**config.mk**
```make
export PLATFORM = sky130hd
export DESIGN_NAME = frame_ctrl_flat
export DESIGN_NICKNAME = d
export VERILOG_FILES = /design/src/rtl/frame_ctrl_if.sv /design/src/rtl/frame_ctrl.sv /design/src/flat_wrapper.sv
export SDC_FILE = /design/constraint.sdc
export NUM_CORES = 1
export LEC_CHECK = 0
export ABC_AREA = 0
export BUFFER_PORTS_ARGS = -buffer_cell sky130_fd_sc_hd__buf_2
export CAP_MARGIN = 10
export CORE_AREA = 2 2 170 255
export DETAILED_ROUTE_END_ITERATION = 10
export DIE_AREA = 0 0 172 257
export PLACE_DENSITY = 0.84
export SLEW_MARGIN = 25
export SYNTH_ARGS = -nofsm -noshare
export SYNTH_HDL_FRONTEND = slang
export SYNTH_SLANG_ARGS = --single-unit
export TNS_END_PERCENT = 30
```
**constraint.sdc**
```tcl
create_clock -name clk -period 6 [get_ports clk]
set_clock_uncertainty 0.2 [all_clocks]
set_input_delay 0.3 -clock clk [delete_from_list [all_inputs] [get_ports clk]]
set_output_delay 0.3 -clock clk [all_outputs]
set_load 0.02 [all_outputs]
```
**src/rtl/frame_ctrl_if.sv**
```systemverilog
// Bundle of call/return requests, operand-stack commands and status for frame_ctrl.
// The controller sits on the slave side; whatever issues calls sits on the master side.
interface frame_ctrl_if #(
  parameter int ST_WIDTH      = 32,
  parameter int ST_LOG2_DEPTH = 6,
  parameter int PC_WIDTH      = 16
);
  logic                     call_req;
  logic [PC_WIDTH-1:0]      call_ret_pc;
  logic [3:0]               call_param_num;
  logic [7:0]               call_local_num;
  logic                     call_result_num;
  logic                     ret_req;
  logic [ST_LOG2_DEPTH:0]   os_top_pointer;
  logic [ST_WIDTH-1:0]      os_pop_window_A;
  logic [3:0]               os_pop_num;
  logic                     os_push_num;
  logic [ST_WIDTH-1:0]      os_push_data;
  logic                     os_call;
  logic [7:0]               os_alloc_size;
  logic                     os_local_set;
  logic [ST_LOG2_DEPTH:0]   os_l_addr;
  logic [ST_WIDTH-1:0]      os_local_set_data;
  logic [ST_LOG2_DEPTH:0]   frame_base;
  logic                     busy;
  logic                     done;
  logic                     ret_valid;
  logic [PC_WIDTH-1:0]      ret_pc;
  logic                     error;
  logic [1:0]               err_cause;

  modport slave (
    input  call_req, call_ret_pc, call_param_num, call_local_num, call_result_num,
    input  ret_req, os_top_pointer, os_pop_window_A,
    output os_pop_num, os_push_num, os_push_data, os_call, os_alloc_size,
    output os_local_set, os_l_addr, os_local_set_data, frame_base,
    output busy, done, ret_valid, ret_pc, error, err_cause
  );

  modport master (
    output call_req, call_ret_pc, call_param_num, call_local_num, call_result_num,
    output ret_req, os_top_pointer, os_pop_window_A,
    input  os_pop_num, os_push_num, os_push_data, os_call, os_alloc_size,
    input  os_local_set, os_l_addr, os_local_set_data, frame_base,
    input  busy, done, ret_valid, ret_pc, error, err_cause
  );
endinterface

```
**src/rtl/frame_ctrl.sv**
```systemverilog
// Call/return frame controller: keeps a stack of frame records and sequences
// operand-stack allocate, zero-fill and pop/push commands for calls and returns.
module frame_ctrl #(
  parameter int ST_WIDTH      = 32,
  parameter int ST_LOG2_DEPTH = 6,
  parameter int CS_DEPTH      = 16,
  parameter int PC_WIDTH      = 16
) (
  input logic         clk,
  input logic         rst_n,
  frame_ctrl_if.slave bus
);

  localparam int SP_W  = ST_LOG2_DEPTH + 1;
  localparam int CS_AW = $clog2(CS_DEPTH);
  localparam int CW    = SP_W + 10;
  localparam int REC_W = PC_WIDTH + SP_W;

  typedef enum logic [1:0] {IDLE, CALL_ALLOC, ZERO, RET_POP} state_t;

  state_t state_reg, state_next;

  logic [CS_AW:0]          cs_count_reg;
  logic [SP_W-1:0]         frame_base_reg;
  logic [PC_WIDTH-1:0]     cap_pc_reg;
  logic [3:0]              cap_param_reg;
  logic [7:0]              cap_local_reg;
  logic                    cap_res_reg;
  logic [SP_W-1:0]         cap_top_reg;
  logic [7:0]              zero_idx_reg;
  logic [SP_W-1:0]         rem_reg;
  logic [ST_WIDTH-1:0]     r_reg;
  logic                    ret_res_reg;
  logic [PC_WIDTH-1:0]     ret_pc_reg;
  logic                    done_reg;
  logic                    ret_valid_reg;
  logic                    error_reg;
  logic [1:0]              err_cause_reg;

  // Record RAM holds {return PC, caller frame base}; result flags live in flops
  // because the return range check needs the top flag combinationally in IDLE.
  logic [REC_W-1:0]        cs_mem [CS_DEPTH];
  logic [REC_W-1:0]        rec_rd_reg;
  logic [CS_DEPTH-1:0]     cs_res_reg;
  logic [CS_DEPTH-1:0]     res_we;

  logic [CS_AW-1:0]        top_idx;
  logic [CS_AW-1:0]        wr_idx;
  logic                    cs_full;
  logic                    cs_empty;
  logic [CW-1:0]           call_need;
  logic                    call_range_err;
  logic                    call_ok;
  logic [SP_W:0]           ret_need;
  logic                    ret_range_err;
  logic                    ret_ok;
  logic                    ret_accept;
  logic                    rec_we;
  logic                    zero_last;
  logic                    ret_last;
  logic [3:0]              pop_amt;

  assign top_idx   = CS_AW'(cs_count_reg - 1'b1);
  assign wr_idx    = cs_count_reg[CS_AW-1:0];
  assign cs_full   = (cs_count_reg == (CS_AW+1)'(CS_DEPTH));
  assign cs_empty  = (cs_count_reg == '0);

  assign call_need      = CW'(bus.os_top_pointer) + CW'(bus.call_local_num);
  assign call_range_err = ((SP_W+4)'(bus.call_param_num) > (SP_W+4)'(bus.os_top_pointer)) ||
                          (call_need > (CW'(1) << ST_LOG2_DEPTH));
  assign call_ok        = !cs_full && !call_range_err;

  assign ret_need      = (SP_W+1)'(frame_base_reg) + (SP_W+1)'(cs_res_reg[top_idx]);
  assign ret_range_err = ((SP_W+1)'(bus.os_top_pointer) < ret_need);
  assign ret_ok        = !cs_empty && !ret_range_err;
  // A simultaneous call request always wins over a return request.
  assign ret_accept    = (state_reg == IDLE) && !bus.call_req && bus.ret_req && ret_ok;
  assign rec_we        = (state_reg == CALL_ALLOC);

  assign zero_last = (zero_idx_reg == cap_local_reg - 8'd1);
  assign ret_last  = (rem_reg <= SP_W'(15));
  assign pop_amt   = ret_last ? 4'(rem_reg) : 4'd15;

  // State register
  always_ff @(posedge clk) begin
    if (rst_n) state_reg <= IDLE;
    else       state_reg <= state_next;
  end

  // Next-state logic
  always_comb begin
    state_next = state_reg;
    case (state_reg)
      IDLE: begin
        if (bus.call_req) begin
          if (call_ok) state_next = CALL_ALLOC;
        end else if (bus.ret_req && ret_ok) begin
          state_next = RET_POP;
        end
      end
      CALL_ALLOC: state_next = (cap_local_reg != 8'd0) ? ZERO : IDLE;
      ZERO:       if (zero_last) state_next = IDLE;
      RET_POP:    if (ret_last) state_next = IDLE;
      default:    state_next = IDLE;
    endcase
  end

  // Operand-stack commands are pure functions of the current state
  always_comb begin
    bus.busy              = (state_reg != IDLE);
    bus.os_call           = 1'b0;
    bus.os_alloc_size     = 8'd0;
    bus.os_local_set      = 1'b0;
    bus.os_l_addr         = '0;
    bus.os_local_set_data = '0;
    bus.os_pop_num        = 4'd0;
    bus.os_push_num       = 1'b0;
    bus.os_push_data      = '0;
    case (state_reg)
      CALL_ALLOC: begin
        bus.os_call       = 1'b1;
        bus.os_alloc_size = cap_local_reg;
      end
      ZERO: begin
        bus.os_local_set = 1'b1;
        bus.os_l_addr    = cap_top_reg + SP_W'(zero_idx_reg);
      end
      RET_POP: begin
        bus.os_pop_num = pop_amt;
        if (ret_last && ret_res_reg) begin
          bus.os_push_num  = 1'b1;
          bus.os_push_data = r_reg;
        end
      end
      default: ;
    endcase
  end

  assign bus.frame_base = frame_base_reg;
  assign bus.done       = done_reg;
  assign bus.ret_valid  = ret_valid_reg;
  assign bus.ret_pc     = ret_pc_reg;
  assign bus.error      = error_reg;
  assign bus.err_cause  = err_cause_reg;

  always_ff @(posedge clk) begin
    if (rst_n) begin
      cs_count_reg   <= '0;
      frame_base_reg <= '0;
      cap_pc_reg     <= '0;
      cap_param_reg  <= '0;
      cap_local_reg  <= '0;
      cap_res_reg    <= 1'b0;
      cap_top_reg    <= '0;
      zero_idx_reg   <= '0;
      rem_reg        <= '0;
      r_reg          <= '0;
      ret_res_reg    <= 1'b0;
      ret_pc_reg     <= '0;
      done_reg       <= 1'b0;
      ret_valid_reg  <= 1'b0;
      error_reg      <= 1'b0;
      err_cause_reg  <= 2'd0;
    end else begin
      done_reg      <= 1'b0;
      ret_valid_reg <= 1'b0;
      error_reg     <= 1'b0;
      case (state_reg)
        IDLE: begin
          if (bus.call_req) begin
            if (cs_full) begin
              error_reg     <= 1'b1;
              err_cause_reg <= 2'd1;
            end else if (call_range_err) begin
              error_reg     <= 1'b1;
              err_cause_reg <= 2'd3;
            end else begin
              cap_pc_reg    <= bus.call_ret_pc;
              cap_param_reg <= bus.call_param_num;
              cap_local_reg <= bus.call_local_num;
              cap_res_reg   <= bus.call_result_num;
              cap_top_reg   <= bus.os_top_pointer;
              zero_idx_reg  <= 8'd0;
            end
          end else if (bus.ret_req) begin
            if (cs_empty) begin
              error_reg     <= 1'b1;
              err_cause_reg <= 2'd2;
            end else if (ret_range_err) begin
              error_reg     <= 1'b1;
              err_cause_reg <= 2'd3;
            end else begin
              if (cs_res_reg[top_idx]) r_reg <= bus.os_pop_window_A;
              ret_res_reg <= cs_res_reg[top_idx];
              rem_reg     <= bus.os_top_pointer - frame_base_reg;
            end
          end
        end
        CALL_ALLOC: begin
          cs_count_reg   <= cs_count_reg + 1'b1;
          frame_base_reg <= cap_top_reg - SP_W'(cap_param_reg);
          if (cap_local_reg == 8'd0) done_reg <= 1'b1;
        end
        ZERO: begin
          zero_idx_reg <= zero_idx_reg + 8'd1;
          if (zero_last) done_reg <= 1'b1;
        end
        RET_POP: begin
          rem_reg <= rem_reg - SP_W'(pop_amt);
          if (ret_last) begin
            frame_base_reg <= rec_rd_reg[SP_W-1:0];
            ret_pc_reg     <= rec_rd_reg[REC_W-1:SP_W];
            cs_count_reg   <= cs_count_reg - 1'b1;
            done_reg       <= 1'b1;
            ret_valid_reg  <= 1'b1;
          end
        end
        default: ;
      endcase
    end
  end

  always_ff @(posedge clk) begin
    if (rec_we) cs_mem[wr_idx] <= {cap_pc_reg, frame_base_reg};
    if (ret_accept) rec_rd_reg <= cs_mem[top_idx];
  end

  genvar gi;
  generate
    for (gi = 0; gi < CS_DEPTH; gi++) begin : g_res_we
      assign res_we[gi] = rec_we && (wr_idx == CS_AW'(gi));
    end
  endgenerate

  always_ff @(posedge clk) begin
    if (rst_n) begin
      cs_res_reg <= '0;
    end else begin
      for (int i = 0; i < CS_DEPTH; i++) begin
        if (res_we[i]) cs_res_reg[i] <= cap_res_reg;
      end
    end
  end

endmodule

```
**src/flat_wrapper.sv**
```systemverilog
// flat-port wrapper written by rule: the top's interface ports become plain ports
module frame_ctrl_flat 
#(
  parameter int ST_WIDTH      = 32,
  parameter int ST_LOG2_DEPTH = 6,
  parameter int CS_DEPTH      = 16,
  parameter int PC_WIDTH      = 16
)
  (clk, rst_n, bus_call_req, bus_call_ret_pc, bus_call_param_num, bus_call_local_num, bus_call_result_num, bus_ret_req, bus_os_top_pointer, bus_os_pop_window_A, bus_os_pop_num, bus_os_push_num, bus_os_push_data, bus_os_call, bus_os_alloc_size, bus_os_local_set, bus_os_l_addr, bus_os_local_set_data, bus_frame_base, bus_busy, bus_done, bus_ret_valid, bus_ret_pc, bus_error, bus_err_cause);
  frame_ctrl_if #(.ST_WIDTH(ST_WIDTH), .ST_LOG2_DEPTH(ST_LOG2_DEPTH), .PC_WIDTH(PC_WIDTH)) bus_i ();
  input logic clk;
  input logic rst_n;
  input wire logic [$bits(bus_i.call_req)-1:0] bus_call_req;
  input wire logic [$bits(bus_i.call_ret_pc)-1:0] bus_call_ret_pc;
  input wire logic [$bits(bus_i.call_param_num)-1:0] bus_call_param_num;
  input wire logic [$bits(bus_i.call_local_num)-1:0] bus_call_local_num;
  input wire logic [$bits(bus_i.call_result_num)-1:0] bus_call_result_num;
  input wire logic [$bits(bus_i.ret_req)-1:0] bus_ret_req;
  input wire logic [$bits(bus_i.os_top_pointer)-1:0] bus_os_top_pointer;
  input wire logic [$bits(bus_i.os_pop_window_A)-1:0] bus_os_pop_window_A;
  output wire logic [$bits(bus_i.os_pop_num)-1:0] bus_os_pop_num;
  output wire logic [$bits(bus_i.os_push_num)-1:0] bus_os_push_num;
  output wire logic [$bits(bus_i.os_push_data)-1:0] bus_os_push_data;
  output wire logic [$bits(bus_i.os_call)-1:0] bus_os_call;
  output wire logic [$bits(bus_i.os_alloc_size)-1:0] bus_os_alloc_size;
  output wire logic [$bits(bus_i.os_local_set)-1:0] bus_os_local_set;
  output wire logic [$bits(bus_i.os_l_addr)-1:0] bus_os_l_addr;
  output wire logic [$bits(bus_i.os_local_set_data)-1:0] bus_os_local_set_data;
  output wire logic [$bits(bus_i.frame_base)-1:0] bus_frame_base;
  output wire logic [$bits(bus_i.busy)-1:0] bus_busy;
  output wire logic [$bits(bus_i.done)-1:0] bus_done;
  output wire logic [$bits(bus_i.ret_valid)-1:0] bus_ret_valid;
  output wire logic [$bits(bus_i.ret_pc)-1:0] bus_ret_pc;
  output wire logic [$bits(bus_i.error)-1:0] bus_error;
  output wire logic [$bits(bus_i.err_cause)-1:0] bus_err_cause;
  assign bus_i.call_req = bus_call_req;
  assign bus_i.call_ret_pc = bus_call_ret_pc;
  assign bus_i.call_param_num = bus_call_param_num;
  assign bus_i.call_local_num = bus_call_local_num;
  assign bus_i.call_result_num = bus_call_result_num;
  assign bus_i.ret_req = bus_ret_req;
  assign bus_i.os_top_pointer = bus_os_top_pointer;
  assign bus_i.os_pop_window_A = bus_os_pop_window_A;
  assign bus_os_pop_num = bus_i.os_pop_num;
  assign bus_os_push_num = bus_i.os_push_num;
  assign bus_os_push_data = bus_i.os_push_data;
  assign bus_os_call = bus_i.os_call;
  assign bus_os_alloc_size = bus_i.os_alloc_size;
  assign bus_os_local_set = bus_i.os_local_set;
  assign bus_os_l_addr = bus_i.os_l_addr;
  assign bus_os_local_set_data = bus_i.os_local_set_data;
  assign bus_frame_base = bus_i.frame_base;
  assign bus_busy = bus_i.busy;
  assign bus_done = bus_i.done;
  assign bus_ret_valid = bus_i.ret_valid;
  assign bus_ret_pc = bus_i.ret_pc;
  assign bus_error = bus_i.error;
  assign bus_err_cause = bus_i.err_cause;
  frame_ctrl #(.ST_WIDTH(ST_WIDTH), .ST_LOG2_DEPTH(ST_LOG2_DEPTH), .CS_DEPTH(CS_DEPTH), .PC_WIDTH(PC_WIDTH)) u_core (.clk(clk), .rst_n(rst_n), .bus(bus_i));
endmodule
```
* Word-level counts from Yosys, hierarchy flattened
Memory sizes are Yosys's and may differ from the RTL's. A register that Yosys moved wholly into a read port is not among the register bits.
Index checks and enable logic that the tools add are counted.
** Storage, ports and cells
- Register bits :: 135
- Memory bits (writable) :: 368
- Memories kept :: 1
** Operators by class
- Equal/unequal tests :: 32
- Multiplexer cells :: 49
- Reduce and logical (&&, ||, !) cells :: 51
- Add/subtract/negate cells :: 10
- Bitwise operators :: 7
- Order comparisons :: 5
** Memories
- u_core.cs_mem :: words 16, bits a word 23, read ports 1, clocked after memory_dff 1, write ports 1, line frame_ctrl.sv:42 : logic [REC_W-1:0] cs_mem [CS_DEPTH];
** Operator list (number)
- two-way mux 32 bit :: 2
- two-way mux 7 bit :: 6
- == test 4 bit (second input constant) :: 8
- two-way mux 8 bit :: 4
- case mux 7 bit (2 select lines) :: 2
- two-way mux 2 bit :: 12
- logical AND 1 bit :: 23
- greater-than comparator 17 x 7 -> 1 bit (second input constant) :: 1
- == test 4 x 3 -> 1 bit (second input constant) :: 4
- case mux 8 bit (2 select lines) :: 1
- AND reduction 4 bit :: 4
- two-way mux 1 bit :: 15
- inequality test 2 bit (second input constant) :: 7
- subtractor 7 x 4 -> 7 bit :: 2
- case mux 5 bit (2 select lines) :: 1
- AND reduction 5 bit :: 2
- nonzero test 2 bit :: 5
- adder 7 x 8 -> 9 bit :: 1
- adder 7 x 1 -> 8 bit :: 1
- adder 8 x 1 -> 8 bit (second input constant) :: 1
- == test 4 x 2 -> 1 bit (second input constant) :: 2
- == test 8 bit :: 1
- zero test 8 bit :: 1
- less-than comparator 7 x 8 -> 1 bit :: 1
- other kinds (32) :: 47

* Depth between registers and ports, before layout
Gate-level depths: netlist of run 1.
- Depth after elaboration :: 11
- Gate-level depth with buffers :: 24

* Least setup slack after synthesis of run 1
OpenSTA, ideal clock, no wires.
- Path type :: flip-flop to flip-flop
- Start :: register u_core.cs_count_reg[0]
- End :: register u_core.r_reg[10]
- Setup slack :: 40 ps
- Arrival :: 5633 ps
- Path buffers :: 7
- Period minus slack after synthesis :: 5960 ps
- Library setup time :: 128 ps
- Cell stages (with the launch flop) :: 25
- Path through :: dfxtp_1 -> buf_4 -> buf_2 -> buf_1 -> inv_1 -> ha_1 -> clkbuf_1 -> mux4_2 -> mux4_2 -> ha_1 -> ha_1 -> and3_1 -> nand3_1 -> xor2_1 -> ha_1 -> or3_1 -> a221oi_1 -> or3_1 -> buf_2 -> clkinv_2 -> and2_1 -> buf_6 -> buf_6 -> mux2i_1 -> nor2_1
** Between the ends
- Cells in the longest elaborated chain, start to end :: 7
- Elaborated cells on any way between the ends :: 9
** RTL lines
- from (decl) :: line frame_ctrl.sv:23 : logic [CS_AW:0] cs_count_reg;
- from (signal assigned) :: line frame_ctrl.sv:200 : cs_count_reg <= cs_count_reg + 1'b1;
- from (signal assigned) :: line frame_ctrl.sv:213 : cs_count_reg <= cs_count_reg - 1'b1;
- subtractor 5 x 1 -> 5 bit
- binary-select mux 1 bit (select 4 bit) :: line frame_ctrl.sv:73, frame_ctrl.sv:193
- two-way mux 1 bit (not written as such) :: line frame_ctrl.sv:73, frame_ctrl.sv:193
- adder 7 x 1 -> 8 bit :: line frame_ctrl.sv:73 : assign ret_need = (SP_W+1)'(frame_base_reg) + (SP_W+1)'(cs_res_reg[top_idx]);
- less-than comparator 7 x 8 -> 1 bit :: line frame_ctrl.sv:74 : assign ret_range_err = ((SP_W+1)'(bus.os_top_pointer) < ret_need);
- inverter 1 bit (no line)
- AND reduction 6 bit (no line) *
- to (signal assigned) :: line frame_ctrl.sv:193 : if (cs_res_reg[top_idx]) r_reg <= bus.os_pop_window_A;
- to (decl) :: line frame_ctrl.sv:32 : logic [ST_WIDTH-1:0] r_reg;
Every way passes the cells marked *; elsewhere a longest branch is shown, timed or not. The select of a mux whose other input is x is not followed.
A chain may end at the register's enable or synchronous reset.

* Worst setup path after layout of run 1
- Start :: register u_core.cs_count_reg[1]
- End :: register u_core.r_reg[4]
The elaborated chain is that of the path after synthesis.

==> results of run 1 <==
## per-layer routing
metal  wire length [um]  part of all wire  vias up
li1                   -                 -     6101
met1              20000              0.34     7170
met2              30100              0.50     1008
met3               5080             0.085      284
met4               4480             0.075        0
met5                  0                 0        -
## cell usage in the layout, fill, tap and decap left out, drive strengths merged, types with 32 or more instances in the layout
| cell | Yosys | routed |
|---|---|---|
| nor2 | 93 | 93 |
| inv | 34 | 36 |
| ha | 43 | 43 |
| o21ai | 63 | 63 |
| nand2 | 85 | 85 |
| conb | 1 | 32 |
| a21oi | 89 | 89 |
| and3 | 45 | 45 |
| edfxtp | 391 | 391 |
| clkbuf | 55 | 57 |
| dfxtp | 135 | 135 |
| mux2i | 40 | 40 |
| dlygate4sd3 | 0 | 79 |
| buf | 62 | 190 |
| mux4 | 120 | 120 |
## power by group through the flow
stage               clock, mW  combinational (mW)  sequential [mW]
global placement            0               0.495             4.03
detailed placement          0               0.509             4.03
floorplan                   0               0.376             4.02
finish                   2.98               0.563             3.95
CTS                      3.00               0.552             3.95
global route             3.12               0.601             3.95
## final timing paths
| kind | slack (ns) | to | cells after the start |
|---|---|---|---|
| max reg2reg | 0.22 | u_core.r_reg[4] | 19 |
| min | 0.21 | u_core.cap_top_reg[1] | 4 |
| max | 0.22 | u_core.r_reg[4] | 19 |
| min reg2reg | 0.26 | u_core.bus.ret_pc[5] | 2 |
## worst max-delay path, cell delays in order (launching register included)
cell	delay [ns]
dfxtp_1	0.45
inv_1	0.16
ha_4	0.45
mux4_2	0.33
mux4_2	0.51
ha_1	0.24
ha_1	0.21
and3_1	0.21
xnor2_1	0.13
ha_1	0.32
o21a_1	0.12
o21a_1	0.12
o221ai_1	0.14
or3_1	0.54
clkinv_2	0.09
and2_2	0.14
buf_6	0.34
mux2i_1	0.29
nor2_1	0.06
dlygate4sd3_1	0.58
## area by class of cell
| type | instances | share of cell area |
|---|---|---|
| tap | 564 | 0.0271 |
| timing repair buffer | 269 | 0.0722 |
| inverter | 35 | 0.00509 |
| clock buffer | 57 | 0.0473 |
| clock inverter | 27 | 0.0107 |
| multi-input combinational | 839 | 0.283 |
| sequential | 526 | 0.554 |
## stage by stage
stage	utilization	instances	hold slack (ns)	worst slack, ns
5_1_grt	0.622	2317	0.231	0.0342
3_5_place_dp	0.566	2152	0.247	0.635
3_3_place_gp	0.566	2152	0.240	0.861
2_1_floorplan	-	1517	0.233	0.0399
6_report	0.622	2317	0.210	0.223
4_1_cts	0.621	2315	0.194	0.0678
## cell families after synthesis
| kind of cell | Yosys count | share of synthesized area |
|---|---|---|
| muxes | 161 | 0.139 |
| buffers and inverters | 152 | 0.0347 |
| DFF | 526 | 0.646 |
| xor gates and xnor gates | 41 | 0.0164 |
| and+or+nand+nor | 336 | 0.0761 |
| adders and majority gates | 47 | 0.0276 |
| other | 1 | 0.000168 |
| AOI/OAI and AO/OA | 222 | 0.0602 |
## what timing repair did
action / 4_1_cts / 5_1_grt
hold buffers: 79 / 0
setup endpoints to repair: 0 / 10
hold endpoints to repair: 72 / 0
setup buffers: 0 / 1
gates resized for setup: 0 / 2
==> results.md, run 1 <==
* Outcome: finished clean
* IO buf count at ~150
* Mapped Area at 0.0224 mm2
* GR peak layer: met2
* Synthesis Warnings at 0
* Clock power frac at 0.398
* Peak VDD IR at roughly 0.00019 V
* Gr ovfl total at 0
* Filler Cell Count at about 2800
* CTS tree: done
* CTS Buffer Depth at 3
* Slew headroom at 0.358
* Placed standard-cell area at roughly 0.024 mm2
* Chip Height at about 260 um
* Max reg flops at 368
* Met1 usage at 0.308
* Min-delay src: bus_os_top_pointer[1]
* Leakage at between 9 and 10 nW
* Worst Setup Start Kind: register
* Synthesized area per cell at 15.1 um2
* Core box area at ~0.042 mm2
* NetSw at 1.70 mW
* M2 GR Usage at 0.459
* Initial antenna violation count at 0
* Dominant synthesized flop cell: edfxtp_1
* Top-area cell type share of the netlist area at 0.525
* Clk sinks at around 530
* Gp weighted congestion at between 0.8 and 0.9
* Setup Viol. Count Final at 0
* Reg2reg start: u_core.cs_count_reg[1]
* Vias in the first global route at 14800
* Post-route minimum period at 5.78 ns
* Fin. max-slew vios at 0
* Final Hold Viols at 0
* Critical Path End Type: register
* Cells after Synth at about 1500
* Ant. Diodes at 0
* RSZ-0062 raised after global routing: false
* Share of cells above drive strength 1 at 0.237
* #FFs+latches synth at 526
* Synth unique cells at between 60 and 70
* Area of the multi-input gates at 0.00739 mm2
* Die Span X at between 150 and 200 um
* Cell with the most instances after synthesis: edfxtp_1
* DR DRC count at 0
* Worst min path class: in -> reg
* Worst EP arrival at 6.05 ns
* Clk Latency, worst-skew pair at 0.58 ns
* Register share of total power at 0.527
* Final Cycle Share at 0.963
* Yosys top cell by area: edfxtp_1
* Fmax at between 0.15 and 0.2 GHz
* Post-synth EDFFs at between 300 and 400
* Detail Placement HPWL at ~34 mm
* Initial core utilization at 0.534
* Wire length per cell at approximately 26 um
* Synth area leaders: edfxtp_1, dfxtp_1, mux4_2, ha_1, a21oi_1
* First-pass GRT wire length at a little under 90 mm
* CTS H-tree depth at 2
* Layout area overhead at 16.5%
* Worst Tran Pin Value at 0.963 ns
* NumNets Final at around 1800
* Row cnt at 92
* Worst setup path start: u_core.cs_count_reg[1]
* Sequential share of the synthesized area at 0.646
* Combinational share of power at 0.075
* CP Class: reg -> reg
* Router iterations before antenna repair at 5
* Critical Path Fanout Max at 33
* Max-cap violation count at 0
* Root Buffer Master: clkbuf_16
* Gr usage total at 0.270
* Design Area, Final at approximately 0.026 mm2
* M3 GR Usage at 0.0483
* Top post-synthesis cells by count: edfxtp_1, dfxtp_1, mux4_2
* Reg clk slew, reported paths at 0.07 ns
* Antenna-violating nets left at 0
* Die ar. at between 0.04 and 0.05 mm2
* Via density at between 6 and 7
* Final Power at roughly 7.5 mW
* Power Internal at ~5.8 mW
* FF/Latch Area at ~0.014 mm2
* DR iter-0 viols at approximately 1600
* Via count at about 15000
* P per Cell Area at between 200 and 300 mW/mm2
* Worst EP required at about 6.3 ns
* Setup tns final at 0 ns
* Final WL at roughly 60 mm
* I/O pins at roughly 190
* Sw frac at 0.226
* Largest net degree at the start of global routing at 80
* Post-synth ARST share at 0
* Num CTS Buffers at 45
Note: power is estimated with default switching activity, not from simulation.
==> run 2, diff against run 1 <==
CAP_MARGIN = not set   (was 10)
RECOVER_POWER = 50   (was not set)
==> run 2 against run 1 <==
Compared with the run above: the run now ends with max-capacitance violations, max-slew violations left; cell area fell by 0.43%; clock-buffer cell count unchanged; combinational power rose by 0.7%; die area did not move; worst setup slack improved by 0.012 ns; highest routed layer unchanged; largest cell class unchanged; cell count did not move; global-route usage stayed put; sequential share of layout area rose by 0.22 points; wire length rose by 0.28%; first-iteration DRC count is 4.3% lower.
==> results.md, run 2 (synthesis gave the netlist of run 1 again) <==
* Worst setup path start: u_core.cs_count_reg[1] (unchanged)
* First-pass GRT wire length at 88.5 mm (unchanged)
* Max reg flops at 368 (unchanged)
* Worst EP required at 6.27 ns (about the same)
* Initial core utilization at 0.534 (unchanged)
* Detail Placement HPWL at 33.9 mm (unchanged)
* Worst min path class: in -> reg (unchanged)
* CTS H-tree depth at 2 (unchanged)
* Router iterations before antenna repair at 6 (was 5)
* Initial antenna violation count at 0 (unchanged)
* Worst-path cell chain: inv_1, ha_4, mux4_2, mux4_2, ha_1, ha_1, and3_1, xnor2_1, ha_1, o21a_1, o21a_1, o221ai_1, or3_1, clkinv_2, and2_2, buf_6, mux2i_1, nor2_1, dlygate4sd3_1 (unchanged)
* Row cnt at 92 (unchanged)
* Slowest stage delay, CP at 0.57 ns (was 0.58 ns)
* Worst Setup Start Kind: register (unchanged)
* Setup Viol. Count Final at 0 (unchanged)
* Num CTS Buffers at 45 (unchanged)
* DR DRC count at 0 (unchanged)
* Fin. max-slew vios at 163 (was 0)
* Min Hold Slack at 0.205 ns (was 0.210 ns)
* Peak VDD IR at 0.000192 V (was 0.000191 V)
* Root Buffer Master: clkbuf_16 (unchanged)
* Via density at 6.29 (about the same)
* Post-route minimum period at 5.77 ns (was 5.78 ns)
* Violated checks: max-capacitance violations, max-slew violations
* RSZ-0062 raised after global routing: false (unchanged)
* Layout area overhead at 16.0% (was 16.5%)
* Worst EP arrival at 6.03 ns (was 6.05 ns)
* Reg2reg start: u_core.cs_count_reg[1] (unchanged)
* CTS Buffer Depth at 3 (unchanged)
* Leakage at 9.15 nW (was 9.39 nW)
* Antenna-violating nets left at 0 (unchanged)
* IO buf count at 154 (unchanged)
* Ant. Diodes at 0 (unchanged)
* Gr ovfl total at 0 (unchanged)
* Critical Path End Type: register (unchanged)
* Clk sinks at 526 (unchanged)
* Commonest non-fill, non-tap cell in the layout: edfxtp_1 (unchanged)
* Gr usage total at 0.270 (unchanged)
* Gp weighted congestion at 0.879 (unchanged)
* CTS tree: done (unchanged)
* Max-cap violation count at 5 (was 0)
* Crit-path most repeated cell: ha_1 (unchanged)
* Clk Latency, worst-skew pair at 0.58 ns (about the same)
* Core box area at 0.0419 mm2 (unchanged)
* Final WL at 59.8 mm (was 59.7 mm)
* Post-Layout Cell Count at 2317 (unchanged)
* I/O pins at 187 (unchanged)
* Layout Utilization at 0.619 (was 0.622)
* Setup tns final at 0 ns (unchanged)
* Outcome: finished, violations left (was finished clean)
* DR iter-0 viols at 1540 (was 1609)
* Placed insts at 2152 (unchanged)
* NumNets Final at 1835 (unchanged)
* Crit-path slowest cell: dlygate4sd3_1 (unchanged)
* Largest net degree at the start of global routing at 80 (unchanged)
* Slew headroom at -0.906 (was 0.358)
* Worst Tran Pin Value at 2.86 ns (was 0.963 ns)
* Vias in the first global route at 14800 (unchanged)
* Fmax at 0.173 GHz (about the same)
* Final Hold Viols at 0 (unchanged)
* Die Span X at 172 um (unchanged)
* Min-delay src: bus_os_top_pointer[1] (unchanged)
* Critical Path Fanout Max at 33 (unchanged)
* Via count at 14600 (about the same)
* Die ar. at 0.0442 mm2 (unchanged)
* P per Cell Area at 289 mW/mm2 (was 288 mW/mm2)
* Final Cycle Share at 0.961 (was 0.963)
* Chip Height at 257 um (unchanged)
* Reg clk slew, reported paths at 0.07 ns (about the same)
* CP Class: reg -> reg (unchanged)
* Wire length per cell at 25.8 um (about the same)
* Design Area, Final at 0.0260 mm2 (was 0.0261 mm2)
* Share of cells above drive strength 1 at 0.204 (was 0.237)
* Most frequent cells in the layout: edfxtp_1, dfxtp_1, mux4_2 (was edfxtp_1, buf_2, dfxtp_1)
* Placed standard-cell area at 0.0237 mm2 (unchanged)
[run 2: power by group]
group	switching, mW	internal, mW	total, mW
sequential	0.0392	3.91	3.95
combinational	0.321	0.246	0.567
clock	1.34	1.65	2.99
[run 2: what timing repair did]
action | 4_1_cts | 5_1_grt
buffers inserted | 0 | 1
resized for setup | 0 | 2
endpoints found under the hold margin | 72 | 0
hold buffers | 79 | 0
endpoints found under the setup margin | 0 | 10
[run 2: worst max-delay path, delay by kind of cell (launching register included)]
kind	cells	cell delay, ns
compound gates	3	0.38
xor+xnor	1	0.14
fa+ha+maj	4	1.22
buf+inv	4	1.15
flops	1	0.43
mux	3	1.13
simple gates	4	0.95
[run 2: cell type report]
type | instances | area [um2]
sequential | 526 | 14400
clock buffer | 57 | 1230
tap | 564 | 706
fill | 2879 | 15900
clock inverter | 27 | 278
timing repair buffer | 269 | 1800
inverter | 35 | 133
multi-input combinational | 839 | 7360
[run 2: metal layers]
| metal | global-route usage | vias up | routed length [um] |
|---|---|---|---|
| li1 | - | 6091 | - |
| met1 | 0.308 | 7157 | 19800 |
| met2 | 0.459 | 1031 | 30200 |
| met3 | 0.0483 | 287 | 5280 |
| met4 | 0.185 | 0 | 4550 |
| met5 | 0 | - | 0 |
[run 2: path summary, 6_finish.rpt]
| kind | to | slack, ns | cells after the start |
|---|---|---|---|
| worst max register to register | u_core.r_reg[4] | 0.23 | 19 |
| worst min register to register | u_core.bus.ret_pc[5] | 0.26 | 2 |
| worst min-delay path | u_core.cap_top_reg[1] | 0.20 | 4 |
| worst max-delay path | u_core.r_reg[4] | 0.23 | 19 |
[run 2: through the flow]
step | setup slack (ns) | power (mW)
floorplan | 0.0399 | 4.40
global placement | 0.861 | 4.52
detailed placement | 0.635 | 4.54
CTS | 0.0678 | 7.50
global route | 0.0350 | 7.68
finish | 0.235 | 7.50
